--- config.mk ---
export PLATFORM = sky130hd
export DESIGN_NAME = instr_encoder_loader
export DESIGN_NICKNAME = d
export VERILOG_FILES = /design/src/rtl/instr_encoder_loader.sv
export SDC_FILE = /design/constraint.sdc
export NUM_CORES = 1
export LEC_CHECK = 0
export BUFFER_PORTS_ARGS = -buffer_cell sky130_fd_sc_hd__buf_2
export CAP_MARGIN = 25
export CORE_ASPECT_RATIO = 0.6
export CORE_UTILIZATION = 50
export CTS_CLUSTER_DIAMETER = 50
export CTS_CLUSTER_SIZE = 28
export DETAILED_ROUTE_END_ITERATION = 10
export GPL_TIMING_DRIVEN = 0
export PLACE_DENSITY = 0.9
export SYNTH_ARGS = -nofsm -noshare
export SYNTH_HDL_FRONTEND = slang
export SYNTH_SLANG_ARGS = --single-unit
--- constraint.sdc ---
create_clock -name clk -period 2.8 [get_ports clk]
set_clock_uncertainty 0.1 [all_clocks]
set_input_delay 0.14 -clock clk [delete_from_list [all_inputs] [get_ports clk]]
set_output_delay 0.14 -clock clk [all_outputs]
set_load 0.01 [all_outputs]
--- src/rtl/instr_encoder_loader.sv ---
// Symbolic instruction encoder and instruction-memory loader.
// Packs class+fields into MIPS words and streams them to memory.
module instr_encoder_loader #(
  parameter logic [31:0] BASE_ADDR = 32'h0000_0000,
  parameter int          DEPTH     = 256
) (
  input  logic                     clk,
  input  logic                     reset,
  input  logic                     load_start,
  input  logic                     load_end,
  input  logic                     in_valid,
  output logic                     in_ready,
  input  logic [4:0]               in_class,
  input  logic [4:0]               in_rs,
  input  logic [4:0]               in_rt,
  input  logic [4:0]               in_rd,
  input  logic [4:0]               in_shamt,
  input  logic [15:0]              in_imm,
  input  logic [25:0]              in_target,
  output logic                     mem_we,
  input  logic                     mem_ready,
  output logic [31:0]              mem_addr,
  output logic [31:0]              mem_wdata,
  output logic [$clog2(DEPTH):0]   word_count,
  output logic                     busy,
  output logic                     full,
  output logic                     err,
  output logic                     done
);

  localparam int CW = $clog2(DEPTH) + 1;
  localparam logic [CW-1:0] DEPTH_C = CW'(DEPTH);

  typedef enum logic [1:0] {
    IDLE  = 2'd0,
    LOAD  = 2'd1,
    WRITE = 2'd2,
    FULL  = 2'd3
  } state_t;

  typedef enum logic [1:0] {
    FMT_R = 2'd0,
    FMT_I = 2'd1,
    FMT_J = 2'd2
  } fmt_t;

  state_t        r_state;
  state_t        w_next;
  logic [31:0]   r_addr;
  logic [31:0]   r_wdata;
  logic [CW-1:0] r_count;
  logic          r_err;
  logic          r_done;
  logic          r_end_pend;

  logic          w_legal;
  fmt_t          w_fmt;
  logic [5:0]    w_op;
  logic [5:0]    w_fn;
  logic [4:0]    w_rs;
  logic [4:0]    w_rt;
  logic [4:0]    w_rd;
  logic [4:0]    w_sh;
  logic [31:0]   w_enc;

  logic          w_accept;
  logic          w_bad;
  logic          w_close;
  logic          w_wr_done;
  logic [CW-1:0] w_count_inc;

  // Field selection; fields a class does not use are forced to zero
  always_comb begin
    w_legal = 1'b1;
    w_fmt   = FMT_R;
    w_op    = 6'h00;
    w_fn    = 6'h00;
    w_rs    = in_rs;
    w_rt    = in_rt;
    w_rd    = in_rd;
    w_sh    = 5'd0;
    unique case (in_class)
      5'd0:  w_fn = 6'h20;
      5'd1:  w_fn = 6'h21;
      5'd2:  w_fn = 6'h22;
      5'd3:  w_fn = 6'h23;
      5'd4:  w_fn = 6'h24;
      5'd5:  w_fn = 6'h25;
      5'd6:  w_fn = 6'h26;
      5'd7:  w_fn = 6'h27;
      5'd8:  w_fn = 6'h2a;
      5'd9:  w_fn = 6'h2b;
      5'd10: begin w_fn = 6'h00; w_rs = 5'd0; w_sh = in_shamt; end
      5'd11: begin w_fn = 6'h02; w_rs = 5'd0; w_sh = in_shamt; end
      5'd12: begin w_fn = 6'h03; w_rs = 5'd0; w_sh = in_shamt; end
      5'd13: begin w_fn = 6'h08; w_rt = 5'd0; w_rd = 5'd0; end
      5'd14: begin w_fn = 6'h09; w_rt = 5'd0; end
      5'd15: begin w_op = 6'h1c; w_fn = 6'h02; end
      5'd16: begin w_fmt = FMT_I; w_op = 6'h23; end
      5'd17: begin w_fmt = FMT_I; w_op = 6'h2b; end
      5'd18: begin w_fmt = FMT_I; w_op = 6'h0f; w_rs = 5'd0; end
      5'd19: begin w_fmt = FMT_I; w_op = 6'h08; end
      5'd20: begin w_fmt = FMT_I; w_op = 6'h09; end
      5'd21: begin w_fmt = FMT_I; w_op = 6'h0c; end
      5'd22: begin w_fmt = FMT_I; w_op = 6'h0a; end
      5'd23: begin w_fmt = FMT_I; w_op = 6'h0b; end
      5'd24: begin w_fmt = FMT_I; w_op = 6'h04; end
      5'd25: begin w_fmt = FMT_I; w_op = 6'h05; end
      5'd26: begin w_fmt = FMT_I; w_op = 6'h06; w_rt = 5'd0; end
      5'd27: begin w_fmt = FMT_I; w_op = 6'h07; w_rt = 5'd0; end
      5'd28: begin w_fmt = FMT_I; w_op = 6'h01; w_rt = 5'd0; end
      5'd29: begin w_fmt = FMT_J; w_op = 6'h02; end
      5'd30: begin w_fmt = FMT_J; w_op = 6'h03; end
      default: w_legal = 1'b0;
    endcase
  end

  always_comb begin
    unique case (w_fmt)
      FMT_I:   w_enc = {w_op, w_rs, w_rt, in_imm};
      FMT_J:   w_enc = {w_op, in_target};
      default: w_enc = {w_op, w_rs, w_rt, w_rd, w_sh, w_fn};
    endcase
  end

  assign w_count_inc = r_count + 1'b1;

  // load_start overrides every state, abandoning any in-flight write
  always_comb begin
    w_next    = r_state;
    w_accept  = 1'b0;
    w_bad     = 1'b0;
    w_close   = 1'b0;
    w_wr_done = 1'b0;
    if (load_start) begin
      w_next = LOAD;
    end else begin
      unique case (r_state)
        IDLE: w_next = IDLE;
        LOAD: begin
          if (in_valid && w_legal) begin
            w_accept = 1'b1;
            w_next   = WRITE;
          end else if (in_valid) begin
            w_bad = 1'b1;
            if (load_end) begin
              w_close = 1'b1;
              w_next  = IDLE;
            end
          end else if (load_end) begin
            w_close = 1'b1;
            w_next  = IDLE;
          end
        end
        WRITE: begin
          if (mem_ready) begin
            w_wr_done = 1'b1;
            if (w_count_inc == DEPTH_C) begin
              w_next = FULL;
            end else if (r_end_pend || load_end) begin
              w_close = 1'b1;
              w_next  = IDLE;
            end else begin
              w_next = LOAD;
            end
          end
        end
        FULL: begin
          if (load_end || r_end_pend) begin
            w_close = 1'b1;
            w_next  = IDLE;
          end
        end
        default: w_next = IDLE;
      endcase
    end
  end

  always_ff @(posedge clk or posedge reset) begin
    if (reset) begin
      r_state    <= IDLE;
      r_addr     <= BASE_ADDR;
      r_wdata    <= 32'd0;
      r_count    <= '0;
      r_err      <= 1'b0;
      r_done     <= 1'b0;
      r_end_pend <= 1'b0;
    end else begin
      r_state <= w_next;
      r_done  <= w_close;
      if (load_start) begin
        r_addr     <= BASE_ADDR;
        r_count    <= '0;
        r_err      <= 1'b0;
        r_end_pend <= 1'b0;
      end else begin
        if (w_accept) begin
          r_wdata    <= w_enc;
          r_end_pend <= load_end;
        end
        if (w_bad) r_err <= 1'b1;
        if (r_state == WRITE && load_end) r_end_pend <= 1'b1;
        if (w_wr_done) begin
          r_addr  <= r_addr + 32'd4;
          r_count <= w_count_inc;
        end
        if (w_close) r_end_pend <= 1'b0;
      end
    end
  end

  assign in_ready   = (r_state == LOAD);
  assign mem_we     = (r_state == WRITE);
  assign busy       = (r_state != IDLE);
  assign full       = (r_state == FULL);
  assign mem_addr   = r_addr;
  assign mem_wdata  = r_wdata;
  assign word_count = r_count;
  assign err        = r_err;
  assign done       = r_done;

endmodule

==> results.md <==
* Reg2reg path depth at 7
* Placeable core area at between 0.008 and 0.009 mm^2
* P_sw at just over 800 uW
* Clock buffer depth at 2
* DRC violations left at 0
* Post-CTS Setup Inserts at 0
* Maximum VDD drop at roughly 0.00035 V
* Worst stage delay on the critical path at 840 ps
* Final WL at about 12000 um
* Layout cells sized above 1 at 0.2730
* Post-synth EDFFs at 0
* 1st-iter DRT viols at 458
* Worst EP required at 2890 ps
* Post-synthesis cell count at around 480
* Max Fanout on Critical Path at 8
* Final hold violations at 0
* Worst hold path class: in2reg
* Via density at between 5 and 6
* Final setup viols at 0
* Routed Antenna Nets at 0
* Vias at roughly 4.5k
* Die Wd at approximately 120 um
* Seq pwr share at 0.424
* Worst Hold Slack at 10.58 ps
* Internal power at around 2.2 mW
* Crit Path Category: reg2reg
* Combinational share of power at 0.192
* CTS buffer count at 9
* Switch share at 0.2751
* Gr usage total at 0.2798
* Slew HR at 0.3471
* Slowest-stage cell, CP: nor4_1
* Worst Hold Launch: in_target[16]
* Async S/R FF share, synth at 1.000
* Worst hold stages at 3
* TNS Setup at 0 ps
* Post-DP Area at roughly 0.0051 mm^2
* Pwr/cell area at 530.0 mW/mm^2
* Hold Path End: mem_wdata[16]
* Antenna cells at 0
* Reg-to-Reg Start: r_state[0]
* Pin count of the biggest net entering global routing at 50
* Syn-to-layout area delta at 33.66%
* Initial Util at 0.5267
* Slew @ Worst Pin at 970.5 ps
* Status: complete, no violations
* IO Pins at 152
* Crit Reg-Reg Endpoint: mem_addr[31]
* Post-synth cell types at 56
* Total gr overflow at 0
* Finished Core Util at 0.7040
* Vias in the first global route at 3989
* CP Buf/Inv Count at 1
* Clock sinks at between 70 and 80
* Later-pin clock latency in the skew report at between 300 and 400 ps
* CP endpoint kind: flop
* Max Cap Viol at 0
* Top_reg_cell synth: dfrtp_1
* Syn Area/Cell at about 8.9 um^2
* Fin. max-slew vios at 0
* Worst path arrival time at about 2700 ps
* First-pass GRT wire length at roughly 19000 um
* CTS tree: yes
* Clock transition at the registers of the reported paths at 60 ps
* Post-DP HPWL at ~9000 um
* Final Cycle Share at 0.9381
* Crit-path leading delay family: simple AND/OR/NAND/NOR gates
* Port Buf Inserts at 148
* Worst reg2reg setup slack at 170 ps
* Warning count from the yosys run at 0
* Filler instances at 600
* Worst Setup Start Kind: flop
* Root buf cell: clkbuf_16
* Die Height at ~73 um
* Max Clk Rate at around 380 MHz
* Seq/Total Area, Yosys at 0.4492
* Wire per inst at about 16 um
* Initial antenna violation count at 0
* Worst path cell trace: inv_1 -> ha_1 -> a21oi_2 -> nor4_1 -> nand4_1 -> xnor2_1 -> nor2b_1
* Net total in the final layout at approximately 740
* #FFs+latches synth at 76
* Final Wtd Congestion at approximately 0.99
* FP Rows at 25
* Synthesized cell area at 0.004234 mm^2
* Die area at between 0.008 and 0.009 mm^2
* DRT Pass-1 Iters at 8
* Pleak at ~2.8 nW
* Period minus WS final at 2627 ps
* Fin area at around 0.0057 mm^2
* Htree depth at 3
* Clk pwr share at 0.384
worst register-to-register path, stage by stage, from the launching register on:
cell	delay (ps)
dfrtp_1	410
inv_1	110
ha_1	330
a21oi_2	140
nor4_1	840
nand4_1	250
xnor2_1	180
nor2b_1	130
worst max path at each step:
stage	startpoint	endpoint	slack, ps	depth (start not counted)
3_5_place_dp	in_class[3]	mem_wdata[8]	130	10
4_1_cts	in_class[3]	mem_wdata[17]	50	11
2_1_floorplan	r_state[0]	mem_addr[22]	570	8
3_3_place_gp	reset	word_count[3]	-270	2
6_report	r_state[0]	mem_addr[31]	170	7
5_1_grt	r_state[1]	mem_wdata[20]	-3	10
registers in the layout, summed over array words and instances, names as in the netlist:
register	flops
mem_wdata	32
mem_addr	30
word_count	9
r_state	2
done	1
err	1
r_end_pend	1
placed cells by master, fill, tap and decap left out, types with 11 or more instances in the layout:
master	count
a21oi_1	22
a222oi_1	11
buf_2	150
clkbuf_1	20
dfrtp_1	76
dlygate4sd3_1	21
inv_1	16
nand2_1	48
nand3_1	17
nor2_1	69
o21ai_0	30
xnor2_1	15
xor2_1	21
cell families after synthesis:
family,count (synthesis),synth area share
AO/OA/AOI/OAI,104,0.1664
XOR/XNOR,36,0.07447
adder cells (fa/ha/maj),10,0.02955
buffers and inverters,47,0.04580
flip-flops,76,0.4492
multiplexers,2,0.005024
other,1,0.0008857
AND/OR/NAND/NOR,200,0.2287
metrics by stage:
step,setup slack [ps],cells,total power [mW]
floorplan,570.2,477,1.567
global placement,-274.0,733,1.786
detailed placement,131.9,734,1.819
CTS,46.67,771,3.009
global route,-2.760,771,3.151
finish,173.5,771,2.999
area by class of cell:
class | instances | area (um^2) | area share
Buffer | 30 | 133.9 | 0.02366
Timing Repair Buffer | 170 | 978.4 | 0.1729
Tap cell | 108 | 135.1 | 0.02388
Clock buffer | 11 | 242.7 | 0.04289
Clock inverter | 5 | 58.81 | 0.01039
Inverter | 17 | 66.31 | 0.01172
Sequential cell | 76 | 1902 | 0.3361
Multi-Input combinational cell | 354 | 2142 | 0.3785
timing repair:
action                                 in CTS  in global routing
setup endpoints to repair                   0                  2
resized for setup                           0                  8
endpoints found under the hold margin      40                  0
hold buffers                               21                  0
layer usage:
metal  track usage  share of wire  vias to the layer above  wire length, um
li1              -              -                     2062                -
met1        0.3842           0.44                     2139             5477
met2        0.4323           0.45                      242             5599
met3       0.06677          0.079                       30              973
met4        0.1097          0.024                        0              299
met5             0              0                        -                0
Yosys cell counts, types with 2 or more instances:
cell / n / share of area
buf_4: 2 / 0.0035
clkbuf_1: 23 / 0.020
nor2b_1: 9 / 0.013
inv_1: 17 / 0.015
and2_1: 2 / 0.0030
and3_1: 6 / 0.0089
a222oi_1: 11 / 0.026
nor2_1: 69 / 0.061
a221oi_1: 8 / 0.017
buf_2: 2 / 0.0024
nand4_1: 8 / 0.012
nor3_1: 10 / 0.012
o21ai_0: 31 / 0.037
o22ai_1: 5 / 0.0074
nand2_1: 48 / 0.043
ha_1: 10 / 0.030
a21oi_1: 22 / 0.026
a31oi_1: 3 / 0.0044
a311oi_1: 2 / 0.0041
nand3_1: 17 / 0.020
dfrtp_1: 76 / 0.45
xor2_1: 21 / 0.043
a22oi_1: 2 / 0.0035
o31ai_1: 2 / 0.0035
xnor2_1: 15 / 0.031
o311ai_0: 3 / 0.0062
nor4_1: 8 / 0.012
buf_1: 2 / 0.0018
and4_1: 5 / 0.010
nand2b_1: 3 / 0.0044
or3_1: 8 / 0.012
o41ai_1: 2 / 0.0041
power groups by stage:
stage / sequential (mW) / combinational [mW] / clock (mW)
after floorplan: 1.34 / 0.228 / 0
after CTS: 1.27 / 0.568 / 1.17
after detailed placement: 1.29 / 0.532 / 0
after global placement: 1.28 / 0.506 / 0
after global routing: 1.28 / 0.631 / 1.24
final: 1.27 / 0.575 / 1.15
Power figures use the tool's default switching activity.
